`src/rtl/mc14500b_program_loader.sv`:
```
// mc14500b_program_loader: packs a framed byte stream into 12-bit MC14500B program words, holding the CPU in reset while loading.
// Define LOADER_CHECKSUM_EN to require a trailing checksum byte that makes the frame sum to 8'h00.
module mc14500b_program_loader #(
    parameter int WRITE_GAP      = 1,
    parameter int RELEASE_CYCLES = 2
) (
    input  logic        clk,
    input  logic        rst,
    input  logic        load_start,
    input  logic        in_valid,
    input  logic [7:0]  in_data,
    output logic        in_ready,
    output logic        cpu_rst,
    output logic        program_write,
    output logic [11:0] program_cmd,
    output logic        busy,
    output logic        done,
    output logic        error,
    output logic [8:0]  words_loaded
);
    typedef enum logic [3:0] {
        IDLE, LEN, HI, LO, WRITE, GAP,
`ifdef LOADER_CHECKSUM_EN
        CSUM,
`endif
        RELEASE, FAIL
    } state_t;

    state_t     state, next;
    logic [3:0] cnt;
    logic [8:0] n;
    logic [3:0] nib;
    logic       from_frame;
    logic       hs;
`ifdef LOADER_CHECKSUM_EN
    logic [7:0] sum;
    localparam state_t AFTER_LAST = CSUM;
`else
    localparam state_t AFTER_LAST = RELEASE;
`endif

    assign hs            = in_valid & in_ready;
    assign busy          = state != IDLE;
    assign cpu_rst       = state != IDLE;
    assign program_write = state == WRITE;
`ifdef LOADER_CHECKSUM_EN
    assign in_ready      = state == LEN || state == HI || state == LO || state == CSUM;
`else
    assign in_ready      = state == LEN || state == HI || state == LO;
`endif

    always_comb begin
        next = state;
        case (state)
            IDLE:    next = load_start ? LEN : IDLE;
            LEN:     next = hs ? HI : LEN;
            HI:      next = !hs ? HI : (in_data[7:4] != 4'h0) ? FAIL : LO;
            LO:      next = hs ? WRITE : LO;
            WRITE:   next = GAP;
            GAP:     next = (cnt != 4'd1) ? GAP : (words_loaded < n) ? HI : AFTER_LAST;
`ifdef LOADER_CHECKSUM_EN
            CSUM:    next = !hs ? CSUM : (8'(sum + in_data) == 8'h00) ? RELEASE : FAIL;
`endif
            RELEASE: next = (cnt == 4'd1) ? IDLE : RELEASE;
            FAIL:    next = load_start ? LEN : FAIL;
            default: next = IDLE;
        endcase
    end

    // The FSM leaves reset in RELEASE so the CPU sees a clean reset release.
    always_ff @(posedge clk) begin
        if (rst) begin
            state        <= RELEASE;
            cnt          <= 4'(RELEASE_CYCLES);
            n            <= 9'd0;
            nib          <= 4'h0;
            from_frame   <= 1'b0;
            program_cmd  <= 12'h000;
            words_loaded <= 9'd0;
            error        <= 1'b0;
            done         <= 1'b0;
        end else begin
            state <= next;
            if (next == GAP && state != GAP)
                cnt <= 4'(WRITE_GAP);
            else if (next == RELEASE && state != RELEASE)
                cnt <= 4'(RELEASE_CYCLES);
            else
                cnt <= cnt - 4'd1;
            if (next == RELEASE && state != RELEASE)
                from_frame <= 1'b1;
            else if (state == IDLE)
                from_frame <= 1'b0;
            done <= state == RELEASE && next == IDLE && from_frame;
            if ((state == IDLE || state == FAIL) && load_start) begin
                error        <= 1'b0;
                words_loaded <= 9'd0;
            end
            if (state == LEN && hs)
                n <= (in_data == 8'h00) ? 9'd256 : {1'b0, in_data};
            if (state == HI && hs) begin
                nib <= in_data[3:0];
                if (in_data[7:4] != 4'h0)
                    error <= 1'b1;
            end
            if (state == LO && hs)
                program_cmd <= {nib, in_data};
            if (state == WRITE)
                words_loaded <= words_loaded + 9'd1;
`ifdef LOADER_CHECKSUM_EN
            if (state == CSUM && hs && 8'(sum + in_data) != 8'h00)
                error <= 1'b1;
`endif
        end
    end

`ifdef LOADER_CHECKSUM_EN
    always_ff @(posedge clk) begin
        if (rst)
            sum <= 8'h00;
        else if (state == LEN && hs)
            sum <= in_data;
        else if ((state == HI || state == LO) && hs)
            sum <= sum + in_data;
    end
`endif
endmodule

```
`config.mk`:
```
export PLATFORM = sky130hd
export DESIGN_NAME = mc14500b_program_loader
export DESIGN_NICKNAME = d
export VERILOG_FILES = /design/src/rtl/mc14500b_program_loader.sv
export SDC_FILE = /design/constraint.sdc
export NUM_CORES = 1
export LEC_CHECK = 0
export BUFFER_PORTS_ARGS = -buffer_cell sky130_fd_sc_hd__buf_2
export CAP_MARGIN = 20
export CORE_MARGIN = 5
export CORE_UTILIZATION = 40
export CTS_CLUSTER_SIZE = 24
export DETAILED_ROUTE_END_ITERATION = 8
export PLACE_DENSITY_LB_ADDON = 0.08
export SLEW_MARGIN = 10
export SYNTH_ARGS = -nofsm -noshare
export SYNTH_HDL_FRONTEND = slang
export SYNTH_SLANG_ARGS = --single-unit
export TNS_END_PERCENT = 100
```
`constraint.sdc`:
```
create_clock -name clk -period 2.18 [get_ports clk]
set_input_delay 0.109 -clock clk [delete_from_list [all_inputs] [get_ports clk]]
set_output_delay 0.109 -clock clk [all_outputs]
set_load 0.005 [all_outputs]
```
After elaboration in Yosys (flattened, before gate mapping)
Cells that the tools add are included.
{"block": "word_totals", "word_cells": 66, "ram_bits": 0, "mem_count": 0, "mem_bits_ro": 0, "reg_bits": 45, "latchBits": 0, "output_inout_bits": 27}
{"block": "classes", "reduce_logical": 19, "addsub": 2, "n_mul": 0, "n_div": 0, "n_eq_ne": 13, "shift": 0, "order_cmp": 1, "n_mux": 20, "bitwise": 1}
{"cell": "2-to-1 mux 9 bit", "count": 3}
{"cell": "== test 4 x 3 -> 1 bit, second input constant", "count": 6}
{"cell": "one-hot mux 3 bit (8 select lines)", "count": 1}
{"cell": "2-to-1 mux 3 bit", "count": 7}
{"cell": "adder 9 x 1 -> 9 bit, second input constant", "count": 1}
{"cell": "< comparator 9 bit", "count": 1}
{"cell": "== test 4 x 1 -> 1 bit, second input constant", "count": 2}
{"cell": "== test 4 x 2 -> 1 bit, second input constant", "count": 2}
{"cell": "logical AND 1 bit", "count": 8}
{"cell": "zero test 4 bit", "count": 2}
{"cell": "zero test 8 bit", "count": 1}
{"cell": "inequality test 4 x 3 -> 1 bit, second input constant", "count": 2}
{"cell": "nonzero test 4 bit", "count": 2}
{"cell": "2-to-1 mux 1 bit", "count": 6}
{"cell": "2-to-1 mux 2 bit", "count": 3}
{"cell": "inequality test 4 x 1 -> 1 bit, second input constant", "count": 1}
{"cell": "nonzero test 2 bit", "count": 2}
{"cell": "subtractor 4 x 1 -> 4 bit, second input constant", "count": 1}
{"cell": "logical OR 1 bit", "count": 3}
{"cell": "OR reduction 3 bit", "count": 1}
{"cell": "bitwise AND 1 bit", "count": 1}

Logic depth before layout (Yosys ltp)
Gate-level depths: netlist of the first run.
{"block": "logic_depth", "ltp_word": 10, "depth_mapped": 6}

Least setup slack after synthesis of the first run
OpenSTA, ideal clock, no wires.
{"block": "synth_path", "kind": "reg2reg", "start": "register words_loaded[4]", "end": "register cnt[0]", "path_buffers": 0, "required_time_ns": 2.064, "path_slack_ns": 0.442, "path_stages_with_launch": 6, "period_less_slack_ns": 1.738, "arrival_ns": 1.622, "cell_sequence": "dfxtp_1 ha_1 o21ai_0 a2111oi_0 a32oi_1 a41o_1"}
{"block": "synth_via", "elab_chain_len": 8, "word_cells_on_any_way": 10, "cone_classes": "1 x order compare; 2 x eq/ne; 5 x mux; 2 x reduce/logical"}
{"element": "start, declared", "line": "19", "source": "output logic [8:0] words_loaded"}
{"element": "start signal, assigned", "line": "109", "source": "words_loaded <= words_loaded + 9'd1;"}
{"element": "< comparator 9 bit *", "line": "60", "source": "GAP: next = (cnt != 4'd1) ? GAP : (words_loaded < n) ? HI : AFTER_LAST;"}
{"element": "2-to-1 mux 3 bit * (2 in series)", "line": "60"}
{"element": "one-hot mux 3 bit (8 select lines) *", "line": "54", "source": "case (state)"}
{"element": "== test 4 x 3 -> 1 bit", "line": "86", "source": "else if (next == RELEASE && state != RELEASE)"}
{"element": "logical AND 1 bit", "line": "86"}
{"element": "2-to-1 mux 2 bit", "line": "86"}
{"element": "2-to-1 mux 2 bit *", "line": "84", "source": "if (next == GAP && state != GAP)"}
{"element": "end signal, assigned", "line": "85", "source": "cnt <= 4'(WRITE_GAP);"}
{"element": "end signal, assigned", "line": "87", "source": "cnt <= 4'(RELEASE_CYCLES);"}
{"element": "end signal, assigned", "line": "89", "source": "cnt <= cnt - 4'd1;"}
{"element": "end, declared", "line": "30", "source": "logic [3:0] cnt;"}
Every way passes the cells marked *; elsewhere a longest branch is shown, timed or not.
A chain may end at the register's enable or synchronous reset.

Worst setup path after layout of the first run
Ends and elaborated chain as after synthesis.

==> summary.txt, run 1 <==
Finish
  • Most frequent cells in the layout: 64 x nand2_1, 44 x dfxtp_1, 39 x a21oi_1, 38 x buf_2, 16 x inv_1
  • Most common cell after layout, fill and taps aside: nand2_1
  • Ant. Diodes: 0
  • Fin area: 2520 sq um
  • Share of layout cells above drive strength 1: 18.2%
  • Area grow syn2layout: 17.6%
  • Nets: 336

Clock tree
  • Clk sinks: between 40 and 50
  • Hold buffer count at cts: 0
  • CTS Buf Count: 5
  • Clk Latency, worst-skew pair: 0.30 ns
  • Postcts setup bufs: 0
  • Post-cts resize count: 0
  • Clock Tree Buf Depth: 2
  • H-tree depth: 2
  • CTS tree: built
  • Worst-path clk slew: 0.08 ns
  • CTS root buf: clkbuf_8

Placement
  • Post-DP Area: ~2400 sq um
  • Placed wire-length estimate: 3960 um
  • Port buffer count: 38
  • Gp weighted congestion: between 0.8 and 0.9
  • Pre-CTS setup slack: between 0.2 and 0.3 ns

Power and ir drop
  • Net Sw Frac: 36.2%
  • Worst IR Drop VDD: 407 uV
  • Combinational Power Share: 32.7%
  • Pint: 1.48 mW
  • Pwr Density: 918 nW/um^2
  • Design Power: 2.31 mW
  • Pleak: approximately 0.99 nW
  • Sequential share of power: 43.6%
  • Sw Pwr: around 0.84 mW
  • Clock share of power: around a quarter

Global routing
  • First-pass GRT wire length: 9250 um
  • Vias in the first global route: 1959
  • Total GRT Usage: 16.0%
  • GRT Residual Overflow: 0
  • Antenna violations before repair: 0
  • Largest net degree at the start of global routing: 24

Critical path
  • CP Cell Sequence: ha_1 -> o21ai_0 -> a2111oi_0 -> a32oi_1 -> a41o_1
  • Crit path buf inv count: 0
  • CP peak stage delay: just under 0.6 ns
  • Worst endpoint data arrival time: 2.23 ns
  • Top Family by Delay on Critical Path: compound AO/OA/AOI/OAI gates
  • Critical setup path kind: flop to flop
  • CP endpoint kind: flop
  • Worst path slowest cell: a2111oi_0
  • Worst endpoint required time: 2.37 ns
  • Worst Setup Start Kind: flop
  • Max Fanout on Critical Path: 8

Floorplan
  • Die Ht: 83.2 um
  • FP Rows: 26
  • Initial core utilization: between 40% and 50%
  • Core Region: 5140 sq um
  • DIE WIDTH: 83.2 um
  • IO Pins: 39
  • DIE AREA: around 7000 sq um

Detailed routing
  • Vias/cell: 5.16
  • DRC errors left: 0
  • 1st-iter DRT viols: 92
  • Routed Antenna Nets: 0
  • Total Routed Length: 5350 um
  • Wirelength per Cell: 13.9 um
  • Routed vias: between 1.5k and 2k
  • First-pass DRT Iterations: 5

Synth
  • Dominant register cell in the synthesized netlist: dfxtp_1
  • Mapped cell area: between 2000 and 2500 sq um
  • Distinct cells, synth: 42
  • Mapped Cells: 274
  • Yosys warnings: 0
  • Synth area leader: dfxtp_1
  • Syn nets: about 300
  • Yosys reg bits: 44
  • Seq/Total Area, Yosys: 41.1%
  • Synth top area share: about two fifths
  • Post-synth EDFFs: 0
  • Synth area leaders: dfxtp_1 41%, nand2_1 11%, a21oi_1 9.1%
  • Mapped Avg Cell Area: 7.82 sq um
  • Ys async rst share: 0%

Outcome
  • Outcome: completed

STA
  • Clock skew: 0.0102 ns
  • Max Fclk: about 490 MHz
  • RSZ-0062 raised after global routing: no
  • Final Cycle Share: between 90% and 100%
  • Final setup margin: 0.139 ns
  • Setup tns final: 0 ns
  • Slew headroom: between 50% and 60%
  • Minimum clock period: between 2 and 2.5 ns
  • Fin. Hold Viols: 0
  • Final setup vio count: 0
  • Max Slew Vio Count: 0
  • Worst-Margin Slew: about 0.6 ns

Run
  • Max cap viols: 0

Worst hold path
  • HP Class: input pin to flop
sequential cells by signal, indices dropped and copies added, names as in the netlist:
| name | flops |
|---|---|
| n | 9 |
| from_frame | 1 |
| nib | 4 |
| error | 1 |
| done | 1 |
| words_loaded | 9 |
| program_cmd | 12 |
| state | 3 |
| cnt | 4 |
cell usage after synthesis (3+ instances only):
master and number:
a2111oi_0 3, a21oi_1 39, nor3_1 6, buf_1 3, nand2_1 64, nor2_1 12
nor2b_1 3, nand3_1 9, a311oi_1 4, inv_1 16, o21ai_0 3, o211ai_1 3
nor3b_1 6, clkbuf_1 9, nand2b_1 4, o21a_1 3, ha_1 11, dfxtp_1 44
layer usage:
metal  GRT usage (%)  part of all wire, %  up-vias
met5               0                    0        -
li1                -                    -     1028
met3            3.66                  4.2        6
met4            5.35                  1.0        0
met1            20.8                   49      907
met2            26.0                   46       42
worst paths after layout:
| path | startpoint | slack, ns | cells past startpoint | to |
|---|---|---|---|---|
| worst max-delay path | words_loaded[4] | 0.14 | 5 | cnt[0] |
| worst min-delay path | in_data[6] | 0.07 | 3 | program_cmd[6] |
| worst max register to register | words_loaded[4] | 0.14 | 5 | cnt[0] |
| worst min register to register | from_frame | 0.44 | 2 | done |
power by group through the flow:
stage / registers (mW) / logic, mW / clock network (mW)
2_1_floorplan: 0.979 / 0.569 / 0
3_3_place_gp: 1.03 / 0.753 / 0
3_5_place_dp: 1.03 / 0.752 / 0
4_1_cts: 1.01 / 0.758 / 0.564
5_1_grt: 1.03 / 0.855 / 0.606
6_report: 1.01 / 0.756 / 0.549
cell families after synthesis:
kind of cell / share of synthesized area, %
AOI/OAI and AO/OA: 20.7
buffers and inverters: 5.49
DFF: 41.1
and+or+nand+nor: 25.5
xor gates and xnor gates: 0.818
adders and majority gates: 6.43
worst min-delay path: stages:
cell and delay, ns:
buf_2 0.11, nand2_1 0.05, a21oi_1 0.05
metrics by stage:
step	utilization [%]	hold slack, ns	cells
after floorplan	-	0.245	274
after global placement	47.1	0.382	376
after detailed placement	47.1	0.385	376
after CTS	49.0	0.0627	384
after global routing	49.0	0.0643	384
final	49.0	0.0681	384
layout make-up:
cell class | count | area [sq um]
clock buffers | 6 | 82.6
clock inverters | 2 | 15.0
fillers | 535 | 2620
inverters | 16 | 60.1
multi-input cells | 200 | 1140
flip-flops and latches | 44 | 881
well taps | 70 | 87.6
repair buffers | 46 | 250
Power figures use the tool's default switching activity.
==> run 2: changes to the inputs <==
Settings changed: CORE_UTILIZATION 40 to 30.
==> summary.txt, run 2 (synthesis results as in run 1) <==
Critical path
  • Worst path slowest cell: a2111oi_1
  • R2r setup slk: 0.26 ns
  • Crit path buf inv count: 0
  • Worst endpoint required time: between 2 and 2.5 ns
  • Max Fanout on Critical Path: 8
  • Worst endpoint data arrival time: between 2 and 2.5 ns
  • Top Family by Delay on Critical Path: compound AO/OA/AOI/OAI gates
  • CP Cell Sequence: ha_1 -> o21ai_0 -> a2111oi_1 -> a32oi_1 -> a41o_1
  • Critical setup path kind: flop to flop
  • Worst Setup Start Kind: flop
  • CP endpoint kind: flop
  • CP peak stage delay: between 0.5 and 0.6 ns

Floorplan
  • FP Rows: 30
  • Die Ht: ~95 um
  • Initial core utilization: between 30% and 40%
  • DIE AREA: 8930 sq um
  • IO Pins: 39
  • DIE WIDTH: roughly 95 um
  • Core Region: 6870 sq um

Clock tree
  • Worst-path clk slew: 0.09 ns
  • CTS root buf: clkbuf_8
  • Post-cts resize count: 0
  • Clock Tree Buf Depth: 2
  • Clk sinks: 44
  • Clk Latency, worst-skew pair: 0.30 ns
  • Postcts setup bufs: 0
  • CTS tree: built
  • CTS Buf Count: 5
  • Hold buffer count at cts: 0
  • H-tree depth: 2

STA
  • Clock skew: about 0.0087 ns
  • Fin. Hold Viols: 0
  • Minimum clock period: 1.92 ns
  • Worst-Margin Slew: 0.608 ns
  • Slew headroom: 59.3%
  • RSZ-0062 raised after global routing: no
  • Setup tns final: 0 ns
  • Worst hold margin: 0.0623 ns
  • Final Cycle Share: 88.2%
  • Max Fclk: between 500 and 600 MHz
  • Max Slew Vio Count: 0
  • Final setup vio count: 0

Finish
  • Most common cell after layout, fill and taps aside: nand2_1
  • Largest regs: program_cmd (12), n (9), words_loaded (9)
  • Area grow syn2layout: 21.7%
  • Max FFs per register: 12
  • Biggest register: program_cmd
  • Core Util, Final: 38.0%
  • Most frequent cells in the layout: 64 x nand2_1, 44 x dfxtp_1, 39 x a21oi_1, 38 x buf_2, 16 x inv_1
  • Fin area: approximately 2600 sq um
  • Share of layout cells above drive strength 1: around a fifth
  • Ant. Diodes: 0
  • Nets: 340

Detailed routing
  • Vias/cell: 4.83
  • 1st-iter DRT viols: 81
  • Routed Antenna Nets: 0
  • First-pass DRT Iterations: 4
  • Total Routed Length: 5750 um
  • Wirelength per Cell: roughly 14 um
  • DRC errors left: 0
  • Routed vias: ~2k

Global routing
  • Total GRT Usage: about 14%
  • Antenna violations before repair: 0
  • First-pass GRT wire length: 9550 um
  • GRT Residual Overflow: 0
  • Largest net degree at the start of global routing: 27
  • Vias in the first global route: 1948

Power and ir drop
  • Pwr Density: 954 nW/um^2
  • Pleak: 1.03 nW
  • Worst IR Drop VDD: 314 uV
  • Design Power: 2.49 mW

Worst hold path
  • HP Class: input pin to flop

Outcome
  • Outcome: completed

Placement
  • Post-DP Area: 2480 sq um
  • Gp weighted congestion: roughly 0.81
  • Placed wire-length estimate: 4320 um
  • Port buffer count: 38

Run
  • Max cap viols: 0
run 2: cell count changes in the layout (fill, tap and decap cells not counted), sizes merged:
cell	before	now
bufinv	0	1
clkinvlp	2	0
buf	46	50
clkinv	0	1
run 2: final cells by class:
| cell class | instances | area [sq um] |
|---|---|---|
| Sequential cell | 44 | 881 |
| Clock inverter | 2 | 38.8 |
| Inverter | 16 | 60.1 |
| Clock buffer | 6 | 82.6 |
| Timing Repair Buffer | 50 | 280 |
| Multi-Input combinational cell | 200 | 1140 |
| Tap cell | 96 | 120 |
| Fill cell | 774 | 4260 |
run 2: power by group:
group | internal, mW | leakage (nW) | total (mW) | switching [mW]
Combinational | 0.352 | 0.613 | 0.829 | 0.478
Clock | 0.375 | 0.0614 | 0.675 | 0.300
Sequential | 0.896 | 0.356 | 0.983 | 0.0866
run 2: routing by layer:
layer  share of wire (%)  global-route usage, %
met2                  44                   20.9
met5                   0                      0
met4                0.89                   3.85
met1                  52                   18.8
met3                 3.9                   3.67
run 2: final timing paths:
path,from,to,cells past startpoint
max,words_loaded[4],cnt[0],5
min,in_data[4],program_cmd[4],3
max reg2reg,words_loaded[4],cnt[0],5
min reg2reg,from_frame,done,2
run 2: per-stage QoR:
stage	cells	setup slack (ns)
after floorplan	274	0.442
after global placement	406	0.307
after detailed placement	406	0.157
after CTS	414	0.147
after global routing	414	0.0516
final	414	0.257
run 2: tightest hold or removal path, stage by stage:
cell and delay, ns:
buf_2 0.11, nand2_1 0.05, a21oi_1 0.05
==> run 3: changes to the inputs <==
==> constraint.sdc (replaced) <==
create_clock -name clk -period 2.2 [get_ports clk]
set_input_delay 0.11 -clock clk [delete_from_list [all_inputs] [get_ports clk]]
set_output_delay 0.11 -clock clk [all_outputs]
set_load 0.05 [all_outputs]
==> summary.txt, run 3 (synthesis results as in run 1) <==
Outcome
  • Outcome: completed

Clock tree
  • CTS tree: built
  • H-tree depth: 2
  • CTS Buf Count: 5
  • Clk Latency, worst-skew pair: 0.30 ns
  • Worst-path clk slew: 0.09 ns
  • CTS root buf: clkbuf_8
  • Postcts setup bufs: 0
  • Clock Tree Buf Depth: 2
  • Hold buffer count at cts: 0
  • Clk sinks: 44

STA
  • Final Cycle Share: 87.9%
  • Final setup vio count: 0
  • Final setup margin: around 0.27 ns
  • RSZ-0062 raised after global routing: no
  • Fin. Hold Viols: 0
  • Worst-Margin Slew: 0.596 ns
  • Worst hold margin: 0.0620 ns
  • Setup tns final: 0 ns
  • Slew headroom: 60.1%
  • Max Slew Vio Count: 0
  • Max Fclk: a little over 500 MHz
  • Minimum clock period: 1.93 ns
  • Clock skew: 0.00283 ns

Critical path
  • Worst Setup Start Kind: flop
  • Max Fanout on Critical Path: 12
  • Top Family by Delay on Critical Path: buffers and inverters
  • Worst path slowest cell: or3b_1
  • CP peak stage delay: 0.41 ns
  • Crit path buf inv count: 3
  • Worst endpoint data arrival time: 1.82 ns
  • Worst r2r src: words_loaded[4]
  • Reg2Reg Depth: 5
  • Worst endpoint required time: 2.09 ns
  • CP endpoint kind: output pin
  • Worst r2r dst: cnt[0]
  • Critical setup path kind: flop to output pin
  • R2r setup slk: approximately 0.32 ns
  • CP Cell Sequence: or3b_1 -> buf_4 -> inv_1 -> buf_2

Global routing
  • Largest net degree at the start of global routing: 26
  • First-pass GRT wire length: roughly 9000 um
  • Vias in the first global route: 1878
  • GRT Residual Overflow: 0
  • Antenna violations before repair: 0
  • Total GRT Usage: 13.2%

Detailed routing
  • Vias/cell: 4.83
  • First-pass DRT Iterations: 4
  • Routed Antenna Nets: 0
  • 1st-iter DRT viols: 80
  • Routed vias: 1992
  • Wirelength per Cell: around 14 um
  • Total Routed Length: about 5600 um
  • DRC errors left: 0

Run
  • Max cap viols: 0

Placement
  • Port buffer count: 38
  • Pre-CTS setup slack: approximately 0.26 ns
  • Cell count after placement: ~400
  • Placed wire-length estimate: 4250 um
  • Gp weighted congestion: 0.755

Floorplan
  • IO Pins: 39
  • DIE WIDTH: approximately 95 um
  • FP Rows: 30
  • DIE AREA: 8930 sq um
  • Die Ht: 94.5 um
  • Core Region: 6870 sq um
  • Initial core utilization: a little under a third

Finish
  • Max FFs per register: 12
  • Footprint of the multi-input gates: 1140 sq um
  • Nets: approximately 340
  • Ant. Diodes: 0
  • # fillers: 731
  • Largest regs: program_cmd (12), n (9), words_loaded (9)
  • Area grow syn2layout: 19.9%
  • Most common cell after layout, fill and taps aside: nand2_1
  • Register area: about 900 sq um
  • Non-filler cells, final: 412
  • Biggest register: program_cmd
  • Share of layout cells above drive strength 1: between 10% and 20%
  • Most frequent cells in the layout: 64 x nand2_1, 44 x dfxtp_1, 39 x a21oi_1, 38 x buf_2, 16 x inv_1

Worst hold path
  • HP Class: input pin to flop
  • Hold_sp: in_data[5]
  • Endpoint, Worst Hold: n[5]
  • Worst Hold Path Cells: 3

Power and ir drop
  • Design Power: 2.47 mW
  • Pleak: 1.00 nW
  • Pwr Density: 963 nW/um^2
  • Worst IR Drop VDD: 352 uV
## run 3: changes by cell type in the layout (fill, tap and decap cells not counted)
cell	before	now
buf_4	12	10
clkinvlp_4	0	2
bufinv_16	1	0
clkinv_4	1	0
## run 3: worst max path at each step
stage / startpoint / endpoint / slack [ns] / cells past startpoint
after floorplan: words_loaded[4] / cnt[0] / 0.16 / 5
after global placement: words_loaded[4] / cnt[0] / 0.29 / 5
after detailed placement: words_loaded[4] / cnt[0] / 0.26 / 5
after CTS: words_loaded[4] / cnt[0] / 0.25 / 5
after global routing: words_loaded[4] / cnt[0] / 0.02 / 5
final: state[1] / program_write / 0.27 / 4
## run 3: area by class of cell
class                           instances  share of cell area [%]
Multi-Input combinational cell        200                    44.6
Clock inverter                          2                   0.585
Tap cell                               96                    4.68
Inverter                               16                    2.34
Timing Repair Buffer                   48                    10.3
Clock buffer                            6                    3.21
Sequential cell                        44                    34.3
## run 3: timing repair
item | in CTS | in global routing
setup endpoints to repair | 0 | 3
hold endpoints to repair | 0 | 0
gates resized for setup | 0 | 1
## run 3: metal layers
metal  global-route usage (%)  vias up  routed length, um
met5                        0        -                  0
met4                     4.33        0                 51
met3                     2.95        5                195
met2                     20.4       31               2480
met1                     18.1      917               2870
li1                         -     1039                  -
## run 3: power by group
| group | total, mW | switching (mW) | internal [mW] | leakage (nW) |
|---|---|---|---|---|
| logic | 0.948 | 0.597 | 0.352 | 0.602 |
| clock network | 0.554 | 0.299 | 0.255 | 0.0434 |
| registers | 0.970 | 0.0824 | 0.888 | 0.356 |
| total | 2.47 | 0.978 | 1.49 | 1.00 |
## run 3: tightest hold or removal path, cell delays in order
cell     delay (ns)
buf_2          0.11
nand2_1        0.05
a21oi_1        0.05
## run 3: stage by stage
step,utilization (%),area [sq um]
floorplan,-,2140
global placement,36.0,2470
detailed placement,36.0,2470
CTS,37.4,2570
global route,37.4,2570
finish,37.4,2570
